==> src/rtl/branch_predict_unit.sv <==
// Dynamic branch predictor (BHT + BTB) with an EX-stage resolver.
// Ports: clk/rst; IFPC -> PredTaken/PredTarget (IF lookup);
//   IFIDStall/IFIDFlush/IDEXFlush steer the shadow pipeline;
//   EXIsBranch/EXIsJump/EXTaken/EXTarget resolve the EX instruction
//   into Nexttype/RedirectPC; BrCount/MissCount are statistics.
module branch_predict_unit #(
    parameter int IDX_W = 4,
    parameter int CNT_W = 16
) (
    input  logic             clk,
    input  logic             rst,
    input  logic [31:0]      IFPC,
    output logic             PredTaken,
    output logic [31:0]      PredTarget,
    input  logic             IFIDStall,
    input  logic             IFIDFlush,
    input  logic             IDEXFlush,
    input  logic             EXIsBranch,
    input  logic             EXIsJump,
    input  logic             EXTaken,
    input  logic [31:0]      EXTarget,
    output logic [1:0]       Nexttype,
    output logic [31:0]      RedirectPC,
    output logic [CNT_W-1:0] BrCount,
    output logic [CNT_W-1:0] MissCount
);

    localparam int N     = 1 << IDX_W;
    localparam int TAG_W = 30 - IDX_W;

    localparam logic [1:0] NT_PC4   = 2'b00;
    localparam logic [1:0] NT_BR_OK = 2'b01;
    localparam logic [1:0] NT_BR_NG = 2'b10;
    localparam logic [1:0] NT_JUMP  = 2'b11;

    typedef struct packed {
        logic        valid;
        logic [31:0] pc;
        logic        pred;
    } shadow_t;

    logic [1:0]       cnt_q [N];
    logic [1:0]       cnt_d [N];
    logic             vld_q [N];
    logic             vld_d [N];
    logic [TAG_W-1:0] tag_q [N];
    logic [TAG_W-1:0] tag_d [N];
    logic [31:0]      tgt_q [N];
    logic [31:0]      tgt_d [N];

    shadow_t ifid_q, ifid_d;
    shadow_t idex_q, idex_d;

    logic [CNT_W-1:0] br_cnt_q, br_cnt_d;
    logic [CNT_W-1:0] miss_cnt_q, miss_cnt_d;

    logic [IDX_W-1:0] if_idx, ex_idx;
    logic [TAG_W-1:0] if_tag, ex_tag;
    logic [31:0]      ex_pc4;
    logic             mispredict;
    logic             update;

    // IF lookup reads the registered table, so an entry written on
    // this edge is only seen by fetches in the following cycle.
    assign if_idx     = IFPC[IDX_W+1:2];
    assign if_tag     = IFPC[31:IDX_W+2];
    assign PredTaken  = vld_q[if_idx] && (tag_q[if_idx] == if_tag)
                        && cnt_q[if_idx][1];
    assign PredTarget = tgt_q[if_idx];

    assign ex_idx = idex_q.pc[IDX_W+1:2];
    assign ex_tag = idex_q.pc[31:IDX_W+2];
    assign ex_pc4 = idex_q.pc + 32'd4;

    assign BrCount   = br_cnt_q;
    assign MissCount = miss_cnt_q;

    // Resolution; jump wins over branch when both are flagged.
    always_comb begin
        Nexttype   = NT_PC4;
        RedirectPC = ex_pc4;
        mispredict = 1'b0;
        update     = 1'b0;
        if (idex_q.valid) begin
            unique case (1'b1)
                EXIsJump: begin
                    Nexttype = NT_JUMP;
                end
                (EXIsBranch && !EXIsJump): begin
                    update = 1'b1;
                    if (EXTaken == idex_q.pred) begin
                        Nexttype = NT_BR_OK;
                    end else begin
                        Nexttype   = NT_BR_NG;
                        mispredict = 1'b1;
                        RedirectPC = EXTaken ? EXTarget : ex_pc4;
                    end
                end
                default: begin
                    Nexttype = NT_PC4;
                end
            endcase
        end
    end

    // Shadow pipeline; flush beats stall in IFID.
    always_comb begin
        ifid_d = ifid_q;
        if (IFIDFlush) begin
            ifid_d.valid = 1'b0;
        end else if (!IFIDStall) begin
            ifid_d.valid = 1'b1;
            ifid_d.pc    = IFPC;
            ifid_d.pred  = PredTaken;
        end
        idex_d = ifid_q;
        if (IDEXFlush) begin
            idex_d.valid = 1'b0;
        end
    end

    // Table and statistics update.
    always_comb begin
        cnt_d      = cnt_q;
        vld_d      = vld_q;
        tag_d      = tag_q;
        tgt_d      = tgt_q;
        br_cnt_d   = br_cnt_q;
        miss_cnt_d = miss_cnt_q;
        if (update) begin
            if (EXTaken) begin
                if (cnt_q[ex_idx] != 2'b11) begin
                    cnt_d[ex_idx] = cnt_q[ex_idx] + 2'd1;
                end
                vld_d[ex_idx] = 1'b1;
                tag_d[ex_idx] = ex_tag;
                tgt_d[ex_idx] = EXTarget;
            end else if (cnt_q[ex_idx] != 2'b00) begin
                cnt_d[ex_idx] = cnt_q[ex_idx] - 2'd1;
            end
            if (br_cnt_q != '1) begin
                br_cnt_d = br_cnt_q + CNT_W'(1);
            end
            if (mispredict && (miss_cnt_q != '1)) begin
                miss_cnt_d = miss_cnt_q + CNT_W'(1);
            end
        end
    end

    always_ff @(posedge clk or posedge rst) begin
        if (rst) begin
            for (int i = 0; i < N; i++) begin
                cnt_q[i] <= 2'b01;
                vld_q[i] <= 1'b0;
                tag_q[i] <= '0;
                tgt_q[i] <= '0;
            end
            ifid_q     <= '0;
            idex_q     <= '0;
            br_cnt_q   <= '0;
            miss_cnt_q <= '0;
        end else begin
            for (int i = 0; i < N; i++) begin
                cnt_q[i] <= cnt_d[i];
                vld_q[i] <= vld_d[i];
                tag_q[i] <= tag_d[i];
                tgt_q[i] <= tgt_d[i];
            end
            ifid_q     <= ifid_d;
            idex_q     <= idex_d;
            br_cnt_q   <= br_cnt_d;
            miss_cnt_q <= miss_cnt_d;
        end
    end

endmodule

==> config.mk <==
export PLATFORM = sky130hd
export DESIGN_NAME = branch_predict_unit
export DESIGN_NICKNAME = d
export VERILOG_FILES = /design/src/rtl/branch_predict_unit.sv
export SDC_FILE = /design/constraint.sdc
export NUM_CORES = 2
export LEC_CHECK = 0
export CAP_MARGIN = 20
export CORE_MARGIN = 4
export CORE_UTILIZATION = 62
export CTS_CLUSTER_SIZE = 16
export DETAILED_ROUTE_END_ITERATION = 12
export PLACE_DENSITY = 0.81
export SLEW_MARGIN = 20
export SYNTH_ARGS = -nofsm -noshare
export SYNTH_HDL_FRONTEND = slang
export SYNTH_SLANG_ARGS = --single-unit
==> constraint.sdc <==
create_clock -name clk -period 48.4 [get_ports clk]
set_input_delay 4.84 -clock clk [delete_from_list [all_inputs] [get_ports clk]]
set_output_delay 4.84 -clock clk [all_outputs]
set_load 0.005 [all_outputs]
==> run metrics <==
RSZ-0062 raised after global routing false; placed cell areas just over 0.05 mm2; post-route design area about 0.055 mm2; Detail Route Antenna Nets 0; number of diodes 0; Clock Root Buffer clkbuf_16; via count between 20000 and 30000; Overflow after GRT 0; largest net degree at the start of global routing between 150 and 200; post-CTS setup buffer count 0; max incr delay on CP between 0.9 and 1 ns; Clock Power Share 0.417; crit path cell chain buf_8 -> buf_4 -> mux4_1 -> mux2i_1 -> nor2_1 -> or4_1 -> nor4_1 -> o211ai_1 -> nor3_1 -> clkdlybuf4s50_1; Clock Path Buffers 3; Post-synth EDFFs 0; Primary FF master, synth dfrtp_1; Leakage 0.02668 uW; P_int around 1600 uW; CP Max Fanout 84; CORE AREA 0.07785 mm2; Power Dens Cells around 38 mW/mm2; Synth top area share 0.5411; switching power about 510 uW; Slew Limit Fails 0; via-per-instance ratio roughly 6.7; Tcrit/Tclk final 0.2938; drt drc 0; Layout area overhead 12.57%; first-pass GRT wire length between 150000 and 200000 um; Final min period roughly 14 ns; sequential cell fraction of total power 0.480; Clock Skew roughly 0.026 ns; Num CTS Buffers roughly 110; Routed WL ~130000 um; post-synthesis sequential area ratio 0.5497; H-tree depth 3; post-CTS sizing 0; Sw Ratio 0.2411; final setup TNS 0 ns; syn avg cell area approximately 15 um2; Initial Util 0.6297; All-Layer GR Usage 0.3071; DR pass1 iterations 8; critical path type in2out; Slew @ Worst Pin ~1.2 ns; async set-reset flop share out of synthesis 1.000; Num Clock Sinks roughly 1100; Post-Syn Area 0.04902 mm2; Hold Fails Final Rpt 0; Cells after Synth between 3000 and 4000; initial antenna violation count 3; syn_nets 3267; Syn. warnings 0; Comb power frac 0.104; hpwl dp around 74000 um; Worst-path clk slew approximately 0.060 ns; Die Y-Extent between 200 and 300 um; slowest stage cell, crit path buf_4; synth unique cells 68; GPL Wtd Cong between 0.8 and 0.9; Synth area leaders dfrtp_1 54%, mux2_2 23%, mux4_2 12%, mux2i_1 1.1%, nand2_1 0.91%; vias in the first global route ~32000; WL/cell about 29 um; Die ar. 0.08363 mm2; origin of the critical flop-to-flop path ex_idx[1]; Ports roughly 170; share of layout cells above drive strength 1 0.4655; HP Class reg2reg; First DRT Iteration DRCs about 2500; status complete, no violations; Core Util, Final 0.7088; CP required around 44 ns; hold path start idex_d[32]; Die X approximately 290 um; CTS tree built; Setup crit end kind output port; NumNets Final roughly 3300; WP data arrival 9.38 ns; Port-buffer cells 170; Rows a little over 100; maxcap violations 0; Slew Limit Headroom 0.2210; most frequent cells after synthesis 1060 x dfrtp_1, 1004 x mux2_2, 259 x mux4_2; origin of the worst setup path IFPC[3]; clock latency at the later pin of the worst-skew pair roughly 0.67 ns; setup violators final 0; fmax 70.33 MHz; dominant cell type by area after synthesis dfrtp_1; Fill cells 4864; critical path launch point type input pin; post-synthesis register bit count 1076; Max VDD drop 0.03259 mV; top-count cell post-synth dfrtp_1; Post-CTS Hold Buffers 0
[flip-flops by register name (all words and copies together) (netlist names), named ones only]
register and flops:
ex_idx 4, BrCount 16, idex_q 4, MissCount 16
idex_d 33, tag_q 416, vld_q 16, ex_tag 26
ifid_q 1, tgt_q 512, cnt_q 16
[critical path: cells and delay by family]
kind / cells / cell delay, ns
muxes: 2 / 0.96
and+or+nand+nor: 4 / 1.17
buffers and inverters: 3 / 2.11
AOI/OAI and AO/OA: 1 / 0.15
[cells in the final DEF, fill, tap and decap left out, types with 12 or more instances in the layout]
cell | synthesis | layout
dfrtp_1 | 1060 | 1060
mux2_2 | 1004 | 1004
mux4_2 | 259 | 259
clkdlybuf4s50_1 | 0 | 166
clkbuf_16 | 0 | 110
nand2_1 | 119 | 104
mux2i_1 | 54 | 54
xnor2_1 | 48 | 47
o21ai_0 | 46 | 46
nor2_1 | 48 | 45
buf_4 | 13 | 45
xor2_1 | 38 | 38
clkbuf_8 | 0 | 27
clkinv_2 | 0 | 23
clkbuf_1 | 113 | 22
nand3_1 | 20 | 20
nand2b_1 | 19 | 19
dfstp_2 | 16 | 16
nand2_4 | 0 | 15
inv_1 | 16 | 15
and3_1 | 15 | 15
nand4_1 | 14 | 14
a21oi_1 | 13 | 13
bufinv_16 | 0 | 12
[routing by layer]
layer / global-route usage / share of wire / vias to the layer above
li1: - / - / 11835
met1: 0.4114 / 0.39 / 15740
met2: 0.5030 / 0.49 / 1222
met3: 0.06263 / 0.074 / 330
met4: 0.1180 / 0.044 / 2
met5: 0 / 0.000071 / -
[power groups by stage]
stage          clock, uW  sequential, uW  combinational (uW)
4_1_cts              883            1000                 217
3_3_place_gp           0            1010                 207
6_report             873            1000                 217
5_1_grt              921            1010                 234
3_5_place_dp           0            1020                 215
2_1_floorplan          0             999                 149
[per-stage QoR]
step	setup slack [ns]	power (uW)	cells	hold slack (ns)
6_report	34.18	2095	4374	0.3687
5_1_grt	34.04	2165	4374	0.3873
4_1_cts	34.27	2103	4373	0.3702
3_5_place_dp	34.32	1234	4173	0.3574
3_3_place_gp	34.31	1219	4173	0.3548
2_1_floorplan	13.30	1149	3187	0.3478
[worst paths after layout]
| check | endpoint | slack (ns) | cells past startpoint |
|---|---|---|---|
| worst max register to register | tag_q[14] | 44.35 | 5 |
| worst min-delay path | ex_tag[25] | 0.37 | 0 |
| worst min register to register | ex_tag[25] | 0.37 | 0 |
| min in group asynchronous | tag_q[356] | 4.71 | 2 |
| worst max-delay path | PredTaken | 34.18 | 10 |
| max in group asynchronous | tgt_q[195] | 40.62 | 6 |
[cell type report]
cell class | instances | area [um2] | share of cell area
well taps | 1040 | 1301 | 0.02358
inverters | 18 | 76.32 | 0.001383
multi-input cells | 1819 | 20950 | 0.3797
repair buffers | 221 | 2156 | 0.03907
clock inverters | 41 | 543.0 | 0.009840
clock buffers | 159 | 3207 | 0.05811
flip-flops and latches | 1076 | 26950 | 0.4883
[logic make-up (layout without fill, tap and decap cells)]
kind of cell               after synthesis  count (layout)  share of synthesized area
adders and majority gates                8               8                   0.002042
buffers and inverters                  292             439                    0.02598
AOI/OAI and AO/OA                      120             120                    0.01654
xor gates and xnor gates                86              86                    0.01536
muxes                                 1322            1322                     0.3631
and+or+nand+nor                        283             283                    0.02731
DFF                                   1076            1076                     0.5497
Note: power is estimated with default switching activity, not from simulation.
